$ cat config.mk
export PLATFORM = sky130hd
export DESIGN_NAME = control_juego
export DESIGN_NICKNAME = d
export VERILOG_FILES = /design/src/rtl/juego_pkg.sv /design/src/rtl/control_juego_lfsr16.sv /design/src/rtl/control_juego.sv
export SDC_FILE = /design/constraint.sdc
export NUM_CORES = 1
export LEC_CHECK = 0
export ABC_AREA = 1
export CAP_MARGIN = 25
export CORE_MARGIN = 10
export CORE_UTILIZATION = 40
export DETAILED_ROUTE_END_ITERATION = 8
export GPL_TIMING_DRIVEN = 1
export PLACE_DENSITY = 0.68
export SLEW_MARGIN = 5
export SYNTH_ARGS = -nofsm -noshare
export SYNTH_HDL_FRONTEND = slang
export SYNTH_HIERARCHICAL = 1
export SYNTH_SLANG_ARGS = --single-unit
$ cat constraint.sdc
create_clock -name clk -period 5.4 [get_ports clk]
set_clock_uncertainty 0.1 [all_clocks]
set_input_delay 0.81 -clock clk [delete_from_list [all_inputs] [get_ports clk]]
set_output_delay 0.81 -clock clk [all_outputs]
set_load 0.01 [all_outputs]
$ cat src/rtl/juego_pkg.sv
// Shared types and constants for the 2048 turn sequencer: move codes, FSM states, board size.
package juego_pkg;

  typedef enum logic [2:0] {
    QUIETO = 3'b000,
    IZQ    = 3'b001,
    DER    = 3'b010,
    ARRIBA = 3'b011,
    ABAJO  = 3'b100
  } mov_t;

  typedef enum logic [2:0] {
    S_INIT,
    S_IDLE,
    S_MOVE,
    S_WAIT,
    S_SPAWN,
    S_SETTLE,
    S_WON,
    S_LOST
  } state_t;

  localparam int BOARD_CELLS = 16;
  localparam int WIN_EXP_DEF = 11;

  function automatic logic dir_legal(input logic [2:0] d);
    return (d >= 3'd1) && (d <= 3'd4);
  endfunction

endpackage

$ cat src/rtl/control_juego_lfsr16.sv
// 16-bit Fibonacci LFSR (taps 16,14,13,11), free-running; SEED must be nonzero.
module lfsr16 #(
  parameter logic [15:0] SEED = 16'hACE1
) (
  input  logic        clk,
  input  logic        rst,
  output logic [15:0] q
);

  logic fb;
  assign fb = q[15] ^ q[13] ^ q[12] ^ q[10];

  always_ff @(posedge clk or posedge rst) begin
    if (rst) q <= SEED;
    else     q <= {q[14:0], fb};
  end

endmodule

$ cat src/rtl/control_juego.sv
// 2048 turn sequencer: move handshake, saturating score, random tile spawn, win/loss evaluation.
// Optional macro SPAWN_FOUR_EN: spawn a 4-tile on 1/8 of spawns (default build always spawns a 2).
module control_juego
  import juego_pkg::*;
#(
  parameter int          SCORE_W   = 20,
  parameter int          WIN_EXP   = WIN_EXP_DEF,
  parameter logic [15:0] LFSR_SEED = 16'hACE1
) (
  input  logic               clk,
  input  logic               rst,
  input  logic               btn_valid,
  input  logic [2:0]         btn_dir,
  input  logic               new_game,
  output logic [2:0]         mov,
  output logic               mov_start,
  input  logic               mov_done,
  input  logic               mov_changed,
  input  logic [15:0]        mov_points,
  input  logic [15:0]        empty_mask,
  input  logic [3:0]         max_exp,
  input  logic               can_merge,
  output logic               board_clr,
  output logic               spawn_we,
  output logic [3:0]         spawn_idx,
  output logic [3:0]         spawn_exp,
  output logic [SCORE_W-1:0] score,
  output logic               busy,
  output logic               won,
  output logic               lost,
  output state_t             dbg_state
);

  state_t             state, state_n;
  mov_t               mov_lat;
  logic [15:0]        lfsr;
  logic [SCORE_W-1:0] score_r;
  logic [1:0]         spawns_left, spawns_left_n;
  logic [3:0]         scan_idx, scan_idx_n, scan_cnt, scan_cnt_n;
  logic               board_clr_r;
  logic               hit;
  logic [SCORE_W:0]   sum;
  logic [SCORE_W-1:0] score_sat;
  logic [3:0]         exp_sel;
  logic               unused_lfsr;

  lfsr16 #(.SEED(LFSR_SEED)) u_lfsr (
    .clk (clk),
    .rst (rst),
    .q   (lfsr)
  );

  assign unused_lfsr = ^lfsr[15:4];
  assign hit         = empty_mask[scan_idx];
  assign sum         = {1'b0, score_r} + (SCORE_W+1)'(mov_points);
  assign score_sat   = sum[SCORE_W] ? '1 : sum[SCORE_W-1:0];

`ifdef SPAWN_FOUR_EN
  assign exp_sel = (lfsr[6:4] == 3'b000) ? 4'd2 : 4'd1;
`else
  assign exp_sel = 4'd1;
`endif

  always_comb begin
    state_n       = state;
    spawns_left_n = spawns_left;
    scan_idx_n    = scan_idx;
    scan_cnt_n    = scan_cnt;
    spawn_we      = 1'b0;
    case (state)
      // board_clr is registered so it stays low during reset; INIT only
      // advances once the clear pulse is actually on the wire.
      S_INIT: begin
        if (board_clr_r) begin
          spawns_left_n = 2'd2;
          state_n       = S_SPAWN;
        end
      end
      S_IDLE: begin
        if (new_game)                               state_n = S_INIT;
        else if (btn_valid && dir_legal(btn_dir))   state_n = S_MOVE;
      end
      S_MOVE: state_n = S_WAIT;
      // Handshake: mov_start pulses once in MOVE; mov is held through WAIT and the
      // datapath answers with mov_done (mov_changed/mov_points valid with it), no backpressure.
      S_WAIT: begin
        if (mov_done) begin
          if (mov_changed) begin
            spawns_left_n = 2'd1;
            state_n       = S_SPAWN;
          end else begin
            state_n = S_IDLE;
          end
        end
      end
      S_SPAWN: begin
        if (hit) begin
          spawn_we      = 1'b1;
          spawns_left_n = spawns_left - 2'd1;
          state_n       = S_SETTLE;
        end else if (scan_cnt == 4'(BOARD_CELLS - 1)) begin
          spawns_left_n = 2'd0;
          state_n       = S_SETTLE;
        end else begin
          scan_idx_n = scan_idx + 4'd1;
          scan_cnt_n = scan_cnt + 4'd1;
        end
      end
      S_SETTLE: begin
        if (spawns_left != 2'd0)                     state_n = S_SPAWN;
        else if (int'(max_exp) >= WIN_EXP)           state_n = S_WON;
        else if (empty_mask == 16'd0 && !can_merge)  state_n = S_LOST;
        else                                         state_n = S_IDLE;
      end
      S_WON, S_LOST: begin
        if (new_game) state_n = S_INIT;
      end
      default: state_n = S_INIT;
    endcase
    // Each entry into SPAWN restarts the scan at a random cell.
    if (state_n == S_SPAWN && state != S_SPAWN) begin
      scan_idx_n = lfsr[3:0];
      scan_cnt_n = 4'd0;
    end
  end

  always_ff @(posedge clk or posedge rst) begin
    if (rst) begin
      state       <= S_INIT;
      mov_lat     <= QUIETO;
      score_r     <= '0;
      spawns_left <= 2'd0;
      scan_idx    <= 4'd0;
      scan_cnt    <= 4'd0;
      board_clr_r <= 1'b0;
    end else begin
      state       <= state_n;
      spawns_left <= spawns_left_n;
      scan_idx    <= scan_idx_n;
      scan_cnt    <= scan_cnt_n;
      board_clr_r <= (state_n == S_INIT);
      if (state == S_IDLE && state_n == S_MOVE) mov_lat <= mov_t'(btn_dir);
      if (state == S_INIT && board_clr_r)       score_r <= '0;
      else if (state == S_WAIT && mov_done)     score_r <= score_sat;
    end
  end

  assign mov       = (state == S_MOVE || state == S_WAIT) ? mov_lat : QUIETO;
  assign mov_start = (state == S_MOVE);
  assign board_clr = board_clr_r;
  assign spawn_idx = scan_idx;
  assign spawn_exp = spawn_we ? exp_sel : 4'd0;
  assign score     = score_r;
  assign busy      = !(state == S_IDLE || state == S_WON || state == S_LOST);
  assign won       = (state == S_WON);
  assign lost      = (state == S_LOST);
  assign dbg_state = state;

endmodule

-- After elaboration in Yosys (flattened, before gate mapping)
Cells that the tools add are included.
- word-level logic and storage cells: 93
- bits in registers: 53
- output and inout bits: 40
- $add $sub $neg: 4
- multiplexer cells: 35
- order comparisons: 4
- equal/unequal tests: 17
- reduce and logical (&&, ||, !) cells: 22
- bitwise operators: 3
- operators by type and width (operator ; number):
    $mux W20 ; 3
    $mux W3 ; 12
    $mux W4 ; 8
    $add A20 B16 Y21 ; 1
    $pmux W3 S7 ; 1
    $logic_not A16 Y1 ; 1
    $eq A3 B3 Y1 const B ; 5
    $mux W2 ; 5
    $eq A3 B2 Y1 const B ; 3
    $add A4 B1 Y4 const B ; 2
    $logic_and A1 B1 Y1 ; 7
    $logic_not A3 Y1 ; 2
    $ne A2 B2 Y1 const B ; 3
    $ne A3 B3 Y1 const B ; 2
    $pmux W2 S3 ; 1
    $reduce_bool A2 Y1 ; 3
    $lt A4 B5 Y1 const B ; 1
    $reduce_and A5 Y1 ; 1
    $bmux W1 S4 ; 1
    $eq A4 B4 Y1 const B ; 1
    $ge A4 B4 Y1 const B ; 1
    $mux W1 ; 4
    $ne A2 B1 Y1 const B ; 2
    $eq A3 B1 Y1 const B ; 1
    9 further kinds ; 14

-- Logic depth before layout (Yosys ltp)
- depth after elaboration: 10
- gate-level depth with buffers: 14

-- Modules after synthesis
Netlist, hierarchy kept.
- modules (own cells, without submodules) (module ; cells an instance ; times used ; sequential area each (sq um) ; area an instance (sq um)):
    control_juego ; 503 ; 1 ; 925.9 ; 3238.1
    lfsr16 ; 32 ; 1 ; 410.4 ; 478.0

-- Worst setup path before layout
No wires, ideal clock.
- path kind: in2reg
- start: input mov_points[0]
- end: register score_r[12], in the netlist score[12]
- arrival time: 2.385 ns
- path slack: 2.850 ns
- data required time: 5.235 ns
- cell stages on the path: 13
- cell sequence: ha_1 inv_1 fa_1 o21ai_2 nand2_1 nand2_2 nand3_2 nand2_2 nand2_4 buf_6 o21ai_1 nand2_1 nand2_1
- word-level cells in the longest chain between the ends: 4
- RTL lines (item ; RTL line ; RTL):
    start: declaration ; control_juego.sv:19 ; input logic [15:0] mov_points,
    $add A20 B16 Y21 ; control_juego.sv:55 ; assign sum = {1'b0, score_r} + (SCORE_W+1)'(mov_points);
    $mux W20 ; control_juego.sv:56 ; assign score_sat = sum[SCORE_W] ? '1 : sum[SCORE_W-1:0];
    $mux W20 ; control_juego.sv:144 ; else if (state == S_WAIT && mov_done) score_r <= score_sat;
    $mux W20 ; control_juego.sv:143 ; if (state == S_INIT && board_clr_r) score_r <= '0;
    end signal: assignment ; control_juego.sv:144 ;
    end: declaration ; control_juego.sv:37 ; logic [SCORE_W-1:0] score_r;
No other way between the ends. The select of a mux whose other input is x is not followed.
A chain may end at the register's enable or synchronous reset.

-- Worst setup path after layout
- start: input empty_mask[4]
- end: output spawn_we
- word-level cells in the longest chain between the ends: 4
- RTL lines (item ; RTL line ; RTL):
    start: declaration ; control_juego.sv:20 ; input logic [15:0] empty_mask,
    $bmux W1 S4 ; control_juego.sv:54 ; assign hit = empty_mask[scan_idx];
    $mux W1 (implied by the code) ; control_juego.sv:54 ;
    $mux W1 ; control_juego.sv:97 ; if (hit) begin
    $mux W1 ; control_juego.sv:70 ; case (state)
    end: declaration ; control_juego.sv:24 ; output logic spawn_we,
No other way between the ends. The select of a mux whose other input is x is not followed.

==> qor.txt <==
Post-route ant nets: 0
Synth area leader: dfrtp_1
PD cells: 452 nW/µm²
Layout area overhead: 27.3%
Layout cells sized above 1: 5.97%
Tmin final: 3.44 ns
Required @ worst endpoint: 4.49 ns
Core Rows: 35
P_int: 1.15 mW
DRC viols: 0
Most numerous cell in the Yosys netlist: nand2_1
Syn Inst Count: 535
Period utilization: 63.8%
CTS Hold Bufs: 0
Share of the synthesized area in the top cell type: 30.3%
Initial Util: 40.6%
Flops & latches, synth: 53
Synth warn: 6
Status: completed
Clock sinks: 53
PortBufs: 82
Highest attainable clock frequency: 290 MHz
Die area: 13,500 µm²
Placer Congestion: 0.843
Setup WS post-layout: 1.96 ns
Number of distinct library cells after synthesis: 37
Post-synth ARST share: 100%
Final global-route overflow total: 0
Worst setup SP type: primary input
Primary FF master, synth: dfrtp_1
First-pass GRT wire length: 15,500 µm
Post-CTS Setup Repair Bufs: 0
RSZ-0062 raised after global routing: false
Final wirelength: 9320 µm
Vias in the first global route: 3,529
Lkg Pwr: 2.50 nW
Post-synth EDFFs: 0
Fillers: 917
Fin Hold WS: 0.255 ns
Final Hold Vio Count: 0
Net Switching: 0.990 mW
Initial antenna violation count: 0
Largest cells by area after synthesis: dfrtp_1, nand2_1, inv_1, nand3_1, ha_1
DP HPWL: 7530 µm
Synth cell count leaders: nand2_1, inv_1, nor2_1
Crit path capture type: output port
Latest clock arrival within the worst-skew pair: 0.31 ns
Arrival time of the worst setup path: 2.53 ns
Longest Clk Path Bufs: 2
Max Transition Viols Final: 0
First-pass DRT Iterations: 4
Final nets: 685
Seq/Total Area, Yosys: 36.0%
Largest net degree at the start of global routing: 38
Worst rel slew slack: 63.3%
Vias: 3,546
H-tree depth: 2
Post-Place Setup Slack: 1.94 ns
Setup Viol. Count Final: 0
VDD IR-drop max: 178 µV
Finished Core Util: 51.7%
Slew @ Worst Pin: 0.550 ns
HP Class: flip-flop to flip-flop
Wire length per cell: 12.7 µm
Clock transition at path regs: 0.11 ns
Die height: 116 µm
Crit Path Max Fanout: 5
Top-level port count: 86
Number of DRC markers in iteration 0: 136
Placeable Area: 9150 µm²
CTS tree: built
Setup CP Type: primary input to output port
Worst R2R Path Depth: 12
Clock share of power: 11.2%
Switching share of power: 46.4%
Clock root buffer: clkbuf_8
Worst Hold Depth: 0
Netlist Area Pre-Place: 3720 µm²
Die width: 116 µm
Cts repair resizes: 0
Comb pwr share: 59.8%
GRT Resource Usage Total: 13.7%
Maxcap violations: 0
ANT cells: 0
Sequential Power Share: 29.0%
TritonCTS Buffers: 5
Vias per cell: 4.85
TNS Setup: 0 ns
Mean Syn Cell Area: 6.95 µm²
[cell type report]
| cell class | count | area, µm² | share of cell area (%) |
|---|---|---|---|
| clock buffer | 5 | 68.8 | 1.46 |
| timing repair buffer | 83 | 828 | 17.5 |
| multi-input combinational | 400 | 2040 | 43.2 |
| sequential | 53 | 1340 | 28.3 |
| inverter | 76 | 285 | 6.03 |
| tap | 111 | 139 | 2.94 |
| clock inverter | 3 | 28.8 | 0.608 |
[flip-flops by register name, summed over array words and instances (netlist names)]
name	count
u_lfsr/q	16
scan_cnt	4
mov_lat	3
board_clr	1
spawn_idx	4
score	20
dbg_state	3
spawns_left	2
[through the flow]
stage	cell area, µm²	std cells	power (mW)
floorplan	3720	537	1.48
CTS	4730	731	2.16
global placement	4630	723	1.89
global route	4730	731	2.35
finish	4730	731	2.14
detailed placement	4630	723	1.91
[kinds of logic (layout without fill, tap and decap cells)]
logic type                 Yosys count  count (layout)  share of synthesized area, %
buffers and inverters               84             167                          9.26
DFF                                 53              53                          36.0
xor gates and xnor gates            11              11                          2.59
AOI/OAI and AO/OA                   64              64                          9.73
and+or+nand+nor                    302             302                          35.4
adders and majority gates           20              20                          6.94
other                                1               3                         0.101
[critical path, cell delays in order]
cell             delay (ns)
clkdlybuf4s50_1        0.48
inv_1                  0.05
nand2_1                0.06
nand3_1                0.07
nand3_1                0.09
nand3_1                0.09
nand2_1                0.09
nand2_1                0.14
inv_1                  0.11
clkdlybuf4s50_1        0.54
[placed cells by master (no fill, tap or decap), types with 3 or more instances in the layout]
master           Yosys  final
clkbuf_8             0      5
ha_1                19     19
xor2_1               3      3
a21o_1               7      7
inv_1               71     71
nand3b_1             3      3
nand3_1             50     50
nor3_1               6      6
conb_1               1      3
o21bai_1             3      3
dfrtp_1             45     45
nand2_2              3      3
dfstp_2              8      8
nand2_1            169    169
inv_2                4      4
nand4_1              5      5
clkdlybuf4s50_1      0     82
o21ai_0             23     23
a21oi_1             25     25
nor2_1              55     55
xnor2_1              8      8
[final timing paths]
check | start | endpoint | slack, ns
min | u_lfsr/q[14] | u_lfsr/q[15] | 0.26
max reg2reg | score[0] | score[17] | 2.98
min reg2reg | u_lfsr/q[14] | u_lfsr/q[15] | 0.26
max in group asynchronous | rst | dbg_state[0] | 4.04
min in group asynchronous | rst | u_lfsr/q[2] | 0.76
max | empty_mask[4] | spawn_we | 1.96
[power groups by stage]
| stage | Clock [mW] | Combinational (mW) | Sequential (mW) |
|---|---|---|---|
| finish | 0.239 | 1.28 | 0.620 |
| global route | 0.264 | 1.44 | 0.639 |
| CTS | 0.250 | 1.29 | 0.621 |
| detailed placement | 0 | 1.28 | 0.629 |
| global placement | 0 | 1.26 | 0.625 |
| floorplan | 0 | 0.846 | 0.633 |
[per-layer routing]
metal  up-vias  track usage, %  part of all wire, %
met5         -               0                    0
met4         0            2.75                  1.0
met3        14            3.13                  5.3
met2        83            24.4                   49
met1      1592            16.4                   45
li1       1857               -                    -
(Power assumes the default switching activity.)
